$ cat src/rtl/word_store_unit_if.sv
// Store-port and RAM-arbiter bus bundle for the word store unit.
// master: the store unit itself (drives the RAM bus and store status).
// slave : the surrounding core/arbiter (drives stores, lookups, grant, ack).
interface word_store_unit_if #(
  parameter int ADDR_W = 8
);
  logic              STORE_WE;
  logic [ADDR_W-1:0] STORE_Addr;
  logic [7:0]        STORE_Data;
  logic              STORE_Full;
  logic              STORE_Empty;
  logic              STORE_Overflow;
  logic [ADDR_W-1:0] STORE_LookupAddr;
  logic              STORE_Hit;
  logic [7:0]        STORE_HitData;

  logic              RAM_Req;
  logic              RAM_Gnt;
  logic              RAM_WE;
  logic [ADDR_W-1:0] RAM_Addr;
  logic [7:0]        RAM_WData;
  logic              RAM_Ack;

  modport master (
    input  STORE_WE, STORE_Addr, STORE_Data, STORE_LookupAddr, RAM_Gnt, RAM_Ack,
    output STORE_Full, STORE_Empty, STORE_Overflow, STORE_Hit, STORE_HitData,
           RAM_Req, RAM_WE, RAM_Addr, RAM_WData
  );

  modport slave (
    output STORE_WE, STORE_Addr, STORE_Data, STORE_LookupAddr, RAM_Gnt, RAM_Ack,
    input  STORE_Full, STORE_Empty, STORE_Overflow, STORE_Hit, STORE_HitData,
           RAM_Req, RAM_WE, RAM_Addr, RAM_WData
  );
endinterface

$ cat src/rtl/word_store_unit.sv
// Word store unit: posted-write FIFO between the core's store path and the
// shared data RAM, with store-to-load forwarding of pending entries.
//
// state  | meaning
// -------+----------------------------------------------------------
// IDLE   | nothing in flight; leaves as soon as the FIFO is non-empty
// REQ    | requesting the RAM bus, waiting for grant
// WR     | one-cycle write strobe for the head entry
// ACK    | waiting for RAM write completion; retires head on ack
module word_store_unit #(
  parameter int DEPTH  = 4,
  parameter int ADDR_W = 8
) (
  input logic               CLK,
  input logic               CPU_Reset,
  word_store_unit_if.master bus
);
  localparam int PTR_W = $clog2(DEPTH);
  localparam int CNT_W = PTR_W + 1;
  localparam logic [CNT_W-1:0] CNT_FULL = CNT_W'(DEPTH);
  localparam logic [CNT_W-1:0] CNT_ONE  = CNT_W'(1);

  typedef enum logic [1:0] {
    S_IDLE = 2'd0,
    S_REQ  = 2'd1,
    S_WR   = 2'd2,
    S_ACK  = 2'd3
  } state_t;

  state_t state, state_next;

  logic [ADDR_W-1:0] mem_addr [DEPTH];
  logic [7:0]        mem_data [DEPTH];

  logic [PTR_W-1:0]  head, tail, head_next;
  logic [CNT_W-1:0]  count, count_next;
  logic              push, pop, drop;
  logic              load_wr;

  logic              full_q, empty_q, overflow_q;
  logic              ram_req_q, ram_we_q;
  logic [ADDR_W-1:0] ram_addr_q;
  logic [7:0]        ram_wdata_q;

  logic              hit;
  logic [7:0]        hit_data;

  // A store while full is dropped even if the head retires this cycle.
  assign push      = bus.STORE_WE && (count != CNT_FULL);
  assign drop      = bus.STORE_WE && (count == CNT_FULL);
  assign pop       = (state == S_ACK) && bus.RAM_Ack;
  assign head_next = pop ? head + PTR_W'(1) : head;

  // Occupancy after this edge; push and pop together leave it unchanged.
  always_comb begin
    count_next = count;
    case ({push, pop})
      2'b10:   count_next = count + CNT_ONE;
      2'b01:   count_next = count - CNT_ONE;
      default: count_next = count;
    endcase
  end

  // Next-state logic; load_wr marks edges that present a new head to the RAM.
  always_comb begin
    state_next = state;
    load_wr    = 1'b0;
    case (state)
      S_IDLE: begin
        if (count != '0) state_next = S_REQ;
      end
      S_REQ: begin
        if (bus.RAM_Gnt) begin
          state_next = S_WR;
          load_wr    = 1'b1;
        end
      end
      S_WR: begin
        state_next = S_ACK;
      end
      S_ACK: begin
        if (bus.RAM_Ack) begin
          // Entries pushed this same edge are not yet in memory, so only
          // entries already stored behind the head can start a burst.
          if (count > CNT_ONE) begin
            if (bus.RAM_Gnt) begin
              state_next = S_WR;
              load_wr    = 1'b1;
            end else begin
              state_next = S_REQ;
            end
          end else begin
            state_next = S_IDLE;
          end
        end
      end
      default: state_next = S_IDLE;
    endcase
  end

  // State register.
  always_ff @(posedge CLK or posedge CPU_Reset) begin
    if (CPU_Reset) state <= S_IDLE;
    else           state <= state_next;
  end

  // FIFO pointers and occupancy; full/empty come from count, never pointers.
  always_ff @(posedge CLK or posedge CPU_Reset) begin
    if (CPU_Reset) begin
      head  <= '0;
      tail  <= '0;
      count <= '0;
    end else begin
      head  <= head_next;
      count <= count_next;
      if (push) tail <= tail + PTR_W'(1);
    end
  end

  // Entry storage; contents need no reset because validity comes from count.
  always_ff @(posedge CLK) begin
    if (push) begin
      mem_addr[tail] <= bus.STORE_Addr;
      mem_data[tail] <= bus.STORE_Data;
    end
  end

  // Registered status flags, overflow is sticky until reset.
  always_ff @(posedge CLK or posedge CPU_Reset) begin
    if (CPU_Reset) begin
      full_q     <= 1'b0;
      empty_q    <= 1'b1;
      overflow_q <= 1'b0;
    end else begin
      full_q  <= (count_next == CNT_FULL);
      empty_q <= (count_next == '0) && (state_next == S_IDLE);
      if (drop) overflow_q <= 1'b1;
    end
  end

  // Registered RAM bus outputs, decoded from the state being entered.
  always_ff @(posedge CLK or posedge CPU_Reset) begin
    if (CPU_Reset) begin
      ram_req_q   <= 1'b0;
      ram_we_q    <= 1'b0;
      ram_addr_q  <= '0;
      ram_wdata_q <= '0;
    end else begin
      ram_req_q <= (state_next != S_IDLE);
      ram_we_q  <= (state_next == S_WR);
      if (load_wr) begin
        ram_addr_q  <= mem_addr[head_next];
        ram_wdata_q <= mem_data[head_next];
      end
    end
  end

  // Forwarding: scan oldest to newest so the newest matching entry wins.
  always_comb begin
    hit      = 1'b0;
    hit_data = '0;
    for (int k = 0; k < DEPTH; k++) begin
      if ((CNT_W'(k) < count) &&
          (mem_addr[head + PTR_W'(k)] == bus.STORE_LookupAddr)) begin
        hit      = 1'b1;
        hit_data = mem_data[head + PTR_W'(k)];
      end
    end
  end

  assign bus.STORE_Full     = full_q;
  assign bus.STORE_Empty    = empty_q;
  assign bus.STORE_Overflow = overflow_q;
  assign bus.STORE_Hit      = hit;
  assign bus.STORE_HitData  = hit_data;
  assign bus.RAM_Req        = ram_req_q;
  assign bus.RAM_WE         = ram_we_q;
  assign bus.RAM_Addr       = ram_addr_q;
  assign bus.RAM_WData      = ram_wdata_q;
endmodule
$ cat src/flat_wrapper.sv
// flat-port wrapper written by rule: the top's interface ports become plain ports
module word_store_unit_flat 
#(
  parameter int DEPTH  = 4,
  parameter int ADDR_W = 8
)
  (CLK, CPU_Reset, bus_STORE_WE, bus_STORE_Addr, bus_STORE_Data, bus_STORE_LookupAddr, bus_RAM_Gnt, bus_RAM_Ack, bus_STORE_Full, bus_STORE_Empty, bus_STORE_Overflow, bus_STORE_Hit, bus_STORE_HitData, bus_RAM_Req, bus_RAM_WE, bus_RAM_Addr, bus_RAM_WData);
  word_store_unit_if #(.ADDR_W(ADDR_W)) bus_i ();
  input logic CLK;
  input logic CPU_Reset;
  input wire logic [$bits(bus_i.STORE_WE)-1:0] bus_STORE_WE;
  input wire logic [$bits(bus_i.STORE_Addr)-1:0] bus_STORE_Addr;
  input wire logic [$bits(bus_i.STORE_Data)-1:0] bus_STORE_Data;
  input wire logic [$bits(bus_i.STORE_LookupAddr)-1:0] bus_STORE_LookupAddr;
  input wire logic [$bits(bus_i.RAM_Gnt)-1:0] bus_RAM_Gnt;
  input wire logic [$bits(bus_i.RAM_Ack)-1:0] bus_RAM_Ack;
  output wire logic [$bits(bus_i.STORE_Full)-1:0] bus_STORE_Full;
  output wire logic [$bits(bus_i.STORE_Empty)-1:0] bus_STORE_Empty;
  output wire logic [$bits(bus_i.STORE_Overflow)-1:0] bus_STORE_Overflow;
  output wire logic [$bits(bus_i.STORE_Hit)-1:0] bus_STORE_Hit;
  output wire logic [$bits(bus_i.STORE_HitData)-1:0] bus_STORE_HitData;
  output wire logic [$bits(bus_i.RAM_Req)-1:0] bus_RAM_Req;
  output wire logic [$bits(bus_i.RAM_WE)-1:0] bus_RAM_WE;
  output wire logic [$bits(bus_i.RAM_Addr)-1:0] bus_RAM_Addr;
  output wire logic [$bits(bus_i.RAM_WData)-1:0] bus_RAM_WData;
  assign bus_i.STORE_WE = bus_STORE_WE;
  assign bus_i.STORE_Addr = bus_STORE_Addr;
  assign bus_i.STORE_Data = bus_STORE_Data;
  assign bus_i.STORE_LookupAddr = bus_STORE_LookupAddr;
  assign bus_i.RAM_Gnt = bus_RAM_Gnt;
  assign bus_i.RAM_Ack = bus_RAM_Ack;
  assign bus_STORE_Full = bus_i.STORE_Full;
  assign bus_STORE_Empty = bus_i.STORE_Empty;
  assign bus_STORE_Overflow = bus_i.STORE_Overflow;
  assign bus_STORE_Hit = bus_i.STORE_Hit;
  assign bus_STORE_HitData = bus_i.STORE_HitData;
  assign bus_RAM_Req = bus_i.RAM_Req;
  assign bus_RAM_WE = bus_i.RAM_WE;
  assign bus_RAM_Addr = bus_i.RAM_Addr;
  assign bus_RAM_WData = bus_i.RAM_WData;
  word_store_unit #(.DEPTH(DEPTH), .ADDR_W(ADDR_W)) u_core (.CLK(CLK), .CPU_Reset(CPU_Reset), .bus(bus_i));
endmodule
$ cat config.mk
export PLATFORM = sky130hd
export DESIGN_NAME = word_store_unit_flat
export DESIGN_NICKNAME = d
export VERILOG_FILES = /design/src/rtl/word_store_unit_if.sv /design/src/rtl/word_store_unit.sv /design/src/flat_wrapper.sv
export SDC_FILE = /design/constraint.sdc
export NUM_CORES = 1
export LEC_CHECK = 0
export CAP_MARGIN = 25
export CORE_ASPECT_RATIO = 0.6
export CORE_UTILIZATION = 40
export DETAILED_ROUTE_END_ITERATION = 10
export GPL_TIMING_DRIVEN = 0
export SYNTH_ARGS = -nofsm -noshare
export SYNTH_HDL_FRONTEND = slang
export SYNTH_SLANG_ARGS = --single-unit
$ cat constraint.sdc
create_clock -name CLK -period 2.4 [get_ports CLK]
set_input_delay 0.24 -clock CLK [delete_from_list [all_inputs] [get_ports CLK]]
set_output_delay 0.24 -clock CLK [all_outputs]
set_load 0.01 [all_outputs]
**Word-level counts from Yosys, hierarchy flattened**

Memory sizes are Yosys's and may differ from the RTL's. A register that Yosys moved wholly into a read port is not among the register bits.
Cells that the tools add are included.

- Bits in registers: 14
- Bits in writable memories: 64
- Output and inout port bits: 30
- Memories kept: 2

- Add/sub/neg operators: 6
- $lt $le $gt $ge: 5
- Eq/ne operators: 13
- Multiplexer cells: 22
- Reduce and logical (&&, ||, !) cells: 13

Memories:

| memory | depth | bits a word | rd ports | clocked after Yosys merged registers in | write ports | RTL line | source |
|---|---|---|---|---|---|---|---|
| u_core.mem_addr | 4 | 8 | 5 | 1 | 1 | word_store_unit.sv:32 | `logic [ADDR_W-1:0] mem_addr [DEPTH];` |
| u_core.mem_data | 4 | 8 | 5 | 1 | 1 | word_store_unit.sv:33 | `logic [7:0] mem_data [DEPTH];` |

Operators with widths:

| operator | number |
|---|---|
| $eq A8 B8 Y1 | 4 |
| $mux W8 | 4 |
| $mux W2 | 6 |
| $mux W1 | 9 |
| $eq A2 B2 Y1 const B | 4 |
| $logic_and A1 B1 Y1 | 8 |
| $pmux W2 S4 | 1 |
| $eq A3 B3 Y1 const B | 2 |
| $lt A1 B3 Y1 const A | 2 |
| $lt A2 B3 Y1 const A | 2 |
| $pmux W3 S2 | 1 |
| $add A2 B1 Y2 const B | 2 |
| $add A2 B2 Y2 const B | 2 |
| $eq A2 B1 Y1 const B | 2 |
| $logic_not A2 Y1 | 2 |
| $add A3 B1 Y3 const B | 1 |
| $gt A3 B1 Y1 const B | 1 |
| $logic_not A3 Y1 | 1 |
| $ne A3 B3 Y1 const B | 1 |
| $reduce_bool A3 Y1 | 1 |
| $sub A3 B1 Y3 const B | 1 |
| $pmux W1 S2 | 1 |
| $reduce_bool A2 Y1 | 1 |

**Logic depth before layout (Yosys ltp)**

Gate-level depths: netlist of the first run.
An unclocked memory read counts as a cell.

- Depth after elaboration: 7
- Depth in mapped cells: 11
- Depth with buffers taken out: 10

**Worst setup path before layout of the first run**

Ideal clock, no wire load.

- Path kind: register to output
- Start: reg u_core.head[0]
- End: out bus_STORE_HitData[6]
- Data arrival time: 2.485 ns
- Data required time: 2.160 ns
- Slack: -0.325 ns
- Stages on the path, launching flop included: 9
- Path through: dfrtp_1 > buf_6 > buf_6 > mux4_2 > xnor2_1 > nand4_1 > nor3_4 > mux2_2 > o21ai_1

- Cells in the longest elaborated chain, start to end: 7

RTL lines:

| what | RTL line | source |
|---|---|---|
| from (decl) | word_store_unit.sv:35 | `logic [PTR_W-1:0] head, tail, head_next;` |
| from (signal assigned) | word_store_unit.sv:114 | `head <= head_next;` |
| $add A2 B1 Y2 / $mem_v2 Z4 W8 (equally long branches) | n/a |  |
| $mem_v2 Z4 W8 / $eq A8 B8 Y1 (equally long branches) | n/a |  |
| $eq A8 B8 Y1 / $logic_and A1 B1 Y1 (equally long branches) | word_store_unit.sv:164, word_store_unit.sv:163 |  |
| $logic_and A1 B1 Y1 / $mux W8 (equally long branches) | word_store_unit.sv:163 | `if ((CNT_W'(k) < count) &&` |
| $mux W8 (2 in a row) | word_store_unit.sv:163 |  |
| $mux W8 (*) | word_store_unit.sv:163 |  |
| to (decl) | flat_wrapper.sv:21 | `output wire logic [$bits(bus_i.STORE_HitData)-1:0] bus_STORE_HitData;` |

Every way passes the cells marked *; elsewhere a longest branch is shown, timed or not.

**Worst setup path after layout of the first run**

- Start: reg u_core.head[0]
- End: out bus_STORE_HitData[4]

The elaborated chain is that of the path after synthesis.

==> results of run 1 <==
==> critical path, cell delays in order (launching register included) <==
cell and delay, ns:
dfrtp_2 0.41, buf_4 0.14, buf_12 0.10, mux4_2 0.51, xor2_1 0.16, or4_4 0.56
nor3_2 0.11, or2_1 0.13, buf_6 0.11, buf_12 0.12, buf_4 0.11, o21ai_2 0.05
buf_2 0.14
==> power groups by stage <==
stage | combinational [uW] | sequential (uW) | clock (uW)
2_1_floorplan | 3710 | 2610 | 0
3_3_place_gp | 5070 | 2600 | 0
3_5_place_dp | 5150 | 2640 | 0
4_1_cts | 5660 | 2610 | 1700
5_1_grt | 6470 | 2720 | 1770
6_report | 6040 | 2650 | 1690
==> per-layer routing <==
| layer | part of all wire | vias up |
|---|---|---|
| met5 | 0 | - |
| li1 | - | 1784 |
| met3 | 0.074 | 15 |
| met1 | 0.47 | 2114 |
| met2 | 0.44 | 161 |
| met4 | 0.012 | 0 |
==> through the flow <==
step	worst slack (ns)	utilization	hold WS (ns)	power [uW]
6_report	-0.828	0.536	0.238	10400
3_3_place_gp	-1.33	0.467	0.455	7670
3_5_place_dp	-1.33	0.469	0.470	7790
4_1_cts	-0.843	0.518	0.246	9970
2_1_floorplan	-0.295	-	0.330	6320
5_1_grt	-0.931	0.536	0.312	11000
==> registers in the layout, indices dropped and copies added (netlist names) <==
register / count
u_core.mem_addr: 32
u_core.bus.STORE_Overflow: 1
u_core.head: 2
u_core.bus.RAM_WData: 8
u_core.mem_data: 32
u_core.bus.STORE_Full: 1
u_core.state: 2
u_core.tail: 2
u_core.bus.STORE_Empty: 1
u_core.bus.RAM_WE: 1
u_core.bus.RAM_Addr: 8
u_core.bus.RAM_Req: 1
u_core.count: 3
==> layout by cell type, fill, tap and decap left out, types with 12 or more instances in the layout <==
cell and n:
nor2_1 18, xnor2_2 13, dfrtp_1 26, a21oi_1 25, edfxtp_1 64, xnor2_1 17, buf_4 23, mux2_2 28
inv_1 12, clkdlybuf4s50_1 43, mux4_2 66, nand2_1 16
==> kinds of logic (layout without fill, tap and decap cells) <==
kind of cell	Yosys count	in the layout	share of synthesized area
mux	105	105	0.323
compound gates	48	48	0.0452
fa+ha+maj	10	10	0.0211
simple gates	76	76	0.0697
flops	94	94	0.451
xor+xnor	35	35	0.0518
buf+inv	41	136	0.0376
==> what timing repair did <==
| item | in CTS | in global routing |
|---|---|---|
| hold buffers | 0 | 0 |
| gates resized for setup | 90 | 31 |
| pin swaps | 10 | 15 |
| setup endpoints to repair | 95 | 27 |
| buffers inserted | 16 | 11 |
| cloned | 1 | 1 |
==> layout make-up <==
cell class,count,area share
clock inverter,6,0.0150
inverter,12,0.00581
sequential,94,0.345
tap,198,0.0320
timing repair buffer,81,0.105
multi-input combinational,274,0.436
clock buffer,10,0.0295
buffer,27,0.0310
==> how the worst max path moves through the flow <==
stage | endpoint | from | cells after the start
after floorplan | bus_STORE_HitData[0] | u_core.head[0] | 8
after global placement | bus_STORE_HitData[0] | u_core.head[1] | 10
after detailed placement | bus_STORE_HitData[0] | u_core.head[0] | 9
after CTS | bus_STORE_HitData[4] | u_core.head[0] | 10
final | bus_STORE_HitData[4] | u_core.head[0] | 12
after global routing | bus_STORE_HitData[0] | u_core.head[1] | 12
==> results.toml, run 1 <==
[synth]
seq_area_frac_synth = 0.451
avgSynthCellArea_sq_um = 14.5
synth_flop_cell = "edfxtp_1"
ys_seq_elements = 94
synthTopCellsByArea = "edfxtp_1 32%, mux4_2 25%, dfrtp_1 12%, mux2_2 5.7%, xnor2_1 4.6%"
synth_edf_count = 64
yosysTopAreaCell = "edfxtp_1"
syn-num-nets = 448
synthDistinctLibCells = 41
ys_top_cells_by_count = "66 x mux4_2, 64 x edfxtp_1, 31 x xnor2_1, 30 x mux2_2, 29 x dfrtp_1"
post-synth-top-count-cell = "mux4_2"
synth_warnings = 0
syn_area_sq_mm = 0.00592
async_flop_share = 0.319
synth_top_area_share = 0.324
synth_cells = 409

[place]
placed_area_sq_mm = 0.00679
portBuffers = 52
dp_hpwl_microns = 10600
placedCellCount = 660
gp_congestion = 0.851

[worst_setup_path]
criticalPathCategory = "reg -> out"
required_ns = 2.16
crit_arrival_ns = 2.99
r2r_slack_ns = 0.12
startpoint_type = "register"
crit_path_end_kind = "output port"
worstReg2RegEnd = "u_core.bus.RAM_WData[4]"
crit_fanout = 6
reg2reg_from = "u_core.state[0]"
reg2regPathDepth = 7

[pwr]
p_sw_uw = 3820
p_leak_uw = 0.00278
seqPwrFrac = 0.256
p_per_area_mw_per_mm2 = 1340
p_comb_frac = 0.582
vdd_drop_max_mv = 0.509
clockPowerShare = 0.163
switching_share = 0.368
cellInternalPower_uw = 6560

[cells_and_area]
stdcell_area_sq_mm = 0.00775
finalNonFillerCells = 702
synthToLayoutAreaGrowth_pct = 30.9
multi_input_area_sq_mm = 0.00338
final_layout_size_suffix_gt1_frac = 0.452
register_area_sq_mm = 0.00268
nets = 538
fillers = 1205
num_antenna_cells = 0

[drt]
remaining_drc_errors = 0
dr.pass1.iters = 5
vias_per_cell = 5.80
antenna_left = 0
avgRoutedWirePerCell_microns = 22.3
drtIter0Drc = 294
via_count = 4074
drt_wl_total_microns = 15700

[worst_hold_path]
min_path_type = "in -> async"

[global_routing]
gr-total-overflow = 0
track_usage = 0.217
grt_pass1_vias = 4081
grt_max_degree = 21
grtUsageMet2 = 0.333
use_met1 = 0.317
grt_pass1_wl_microns = 24200
grt-busiest-layer = "met2"
antenna_found_initial = 0
grt_use_met3 = 0.0478

[die]
rows = 34
die_area_sq_mm = 0.0153
dieWidth_microns = 159
core_sq_mm = 0.0145
start_util = 0.410
io_pins = 59
fp.dieH_microns = 96.3

[clock_network]
cts_buffers = 9
clk_latency_ns = 0.35
cts_tree = "yes"
cts_buffer_depth = 2
clkSinkCount = 94
h-tree-depth = 3
cts_root_buf = "clkbuf_16"
clk_pin_slew_ns = 0.07

[timing]
worst_slew_pin_slew_ns = 0.552
max_slew_margin = 0.631
slew_viol_final = 0
fin_ws_ns = -0.828
layout_min_cycle_time_ns = 3.23
skew_ns = 0.0104
hold_viol_final = 0
post-route-period-util = 1.34
rsz0062_at_grt = "yes"
setup-violations-final = 9
fmax_ghz = 0.310
fin_tns_setup_ns = -6.92

[outcome]
violations = "negative setup slack"
status = "finished with violations"

[job]
cap_violations = 0
(Power assumes the default switching activity.)
==> inputs of run 2 (changes only) <==
Settings changed: CAP_MARGIN 25 to 30, MAX_ROUTING_LAYER from default to met4, TNS_END_PERCENT from default to 1.
==> results.toml, run 2 (synthesis gave the netlist of run 1 again) <==
[worst_setup_path]
startpoint_type = "register"
criticalPathCategory = "reg -> out"
crit_arrival_ns = 3.03
reg2reg_from = "u_core.head[0]"
path_delay_family = "multiplexers"
slowest_stage = "mux4_2"
path_cells = "buf_12 -> buf_8 -> mux4_2 -> xnor2_2 -> nand4_1 -> nor3_4 -> buf_12 -> nand2_1 -> mux2_2 -> o21ai_2 -> buf_2"
crit_path_frequent_cell = "buf_12"
slowest_delay_ns = 0.54
reg2regPathDepth = 7
crit_path_end_kind = "output port"
r2r_slack_ns = -0.14
path_buf_inv = 4
crit_fanout = 10
worstReg2RegEnd = "u_core.bus.RAM_WData[5]"
required_ns = 2.16

[timing]
rsz0062_at_grt = "yes"
fin_ws_ns = -0.869
fmax_ghz = 0.306
max_slew_margin = 0.439
post-route-period-util = 1.36
worst_slew_pin_slew_ns = 0.841
layout_min_cycle_time_ns = 3.27
slew_viol_final = 0
setup-violations-final = 18
hold_viol_final = 0
skew_ns = 0.00830

[drt]
remaining_drc_errors = 0
dr.pass1.iters = 7
drtIter0Drc = 351
avgRoutedWirePerCell_microns = 22.7
antenna_left = 0
via_count = 4116
vias_per_cell = 5.87
drt_wl_total_microns = 15900

[global_routing]
grt_pass1_vias = 4303
track_usage = 0.229
antenna_found_initial = 0
grt_pass1_wl_microns = 24700
gr-total-overflow = 0
grt_max_degree = 18

[die]
die_area_sq_mm = 0.0153
fp.dieH_microns = 96.3
rows = 34
start_util = 0.410
dieWidth_microns = 159
io_pins = 59
core_sq_mm = 0.0145

[clock_network]
cts_tree = "yes"
clkSinkCount = 94
cts_root_buf = "clkbuf_16"
clk_latency_ns = 0.34
cts_hold_buf = 0
h-tree-depth = 3
clk_pin_slew_ns = 0.07
cts_buffer_depth = 2
cts_buffers = 9

[cells_and_area]
fillers = 1177
synthToLayoutAreaGrowth_pct = 29.7
final_common_cell = "mux4_2"
final_util = 0.531
finalNonFillerCells = 701
reg_top3 = "u_core.mem_addr: 32 flops, u_core.mem_data: 32 flops"
mostFrequentLayoutCells = "66 x mux4_2, 64 x edfxtp_1, 43 x clkdlybuf4s50_1, 29 x mux2_2"
final_layout_size_suffix_gt1_frac = 0.433
num_antenna_cells = 0
nets = 538

[place]
gp_congestion = 0.837
dp_hpwl_microns = 10900
placedCellCount = 665
portBuffers = 52

[pwr]
seqPwrFrac = 0.261
p_leak_uw = 0.00274
switching_share = 0.376
p_comb_frac = 0.594
clockPowerShare = 0.145
cellInternalPower_uw = 6270
vdd_drop_max_mv = 0.558
p_per_area_mw_per_mm2 = 1310
p_sw_uw = 3780

[job]
cap_violations = 0

[outcome]
violations = "negative setup slack"
status = "finished with violations"

[worst_hold_path]
min_path_type = "in -> async"
-- run 2: cell types whose count changed in the layout (fill, tap and decap cells not counted), moves of 3 or more --
cell and delta:
buf_4 -7, xnor2_2 -6, xnor2_1 +3, and2_1 +4, and2_4 -4, buf_16 +5
xnor2_4 +3
-- run 2: repair_timing --
item,4_1_cts,5_1_grt
pin swaps,16,11
setup endpoints to repair,31,20
gates cloned,3,0
setup buffers,18,2
gates resized for setup,93,15
-- run 2: final cells by class --
| cell class | instances | area, sq um | area share |
|---|---|---|---|
| Inverter | 12 | 45.0 | 0.00586 |
| Buffer | 28 | 246 | 0.0321 |
| Tap cell | 198 | 248 | 0.0322 |
| Sequential cell | 94 | 2680 | 0.349 |
| Clock buffer | 9 | 225 | 0.0293 |
| Timing Repair Buffer | 80 | 862 | 0.112 |
| Clock inverter | 6 | 68.8 | 0.00896 |
| Multi-Input combinational cell | 274 | 3310 | 0.431 |
-- run 2: worst max path at each step --
stage | start | end | slack, ns | depth (start not counted)
after global routing | u_core.head[0] | bus_STORE_HitData[1] | -0.94 | 10
after detailed placement | u_core.head[1] | bus_STORE_HitData[4] | -1.33 | 10
final | u_core.head[0] | bus_STORE_HitData[1] | -0.87 | 11
after CTS | u_core.head[0] | bus_STORE_HitData[4] | -0.89 | 11
after global placement | u_core.head[1] | bus_STORE_HitData[4] | -1.30 | 10
after floorplan | u_core.head[0] | bus_STORE_HitData[0] | -0.30 | 8
-- run 2: per-stage QoR --
step / cell area [sq um] / hold WS (ns) / TNS, ns / power (uW) / setup WS [ns]
floorplan: 5960 / 0.330 / -4.38 / 6300 / -0.295
detailed placement: 6880 / 0.467 / -23.83 / 7910 / -1.33
global route: 7680 / 0.440 / -10.30 / 10600 / -0.938
CTS: 7620 / 0.402 / -9.34 / 10000 / -0.889
global placement: 6730 / 0.451 / -41.36 / 7660 / -1.30
finish: 7680 / 0.381 / -8.24 / 10100 / -0.869
-- run 2: power groups by stage --
| stage | combinational, uW | clock (uW) | sequential, uW |
|---|---|---|---|
| 2_1_floorplan | 3690 | 0 | 2610 |
| 3_3_place_gp | 5060 | 0 | 2600 |
| 3_5_place_dp | 5280 | 0 | 2630 |
| 4_1_cts | 5920 | 1480 | 2620 |
| 5_1_grt | 6370 | 1530 | 2680 |
| 6_report | 5980 | 1450 | 2630 |
-- run 2: metal layers --
layer | part of all wire | vias up | global-route usage
li1 | - | 1787 | -
met1 | 0.46 | 2136 | 0.316
met2 | 0.45 | 177 | 0.349
met3 | 0.078 | 16 | 0.0495
met4 | 0.0081 | 0 | 0.0513
met5 | 0 | - | -
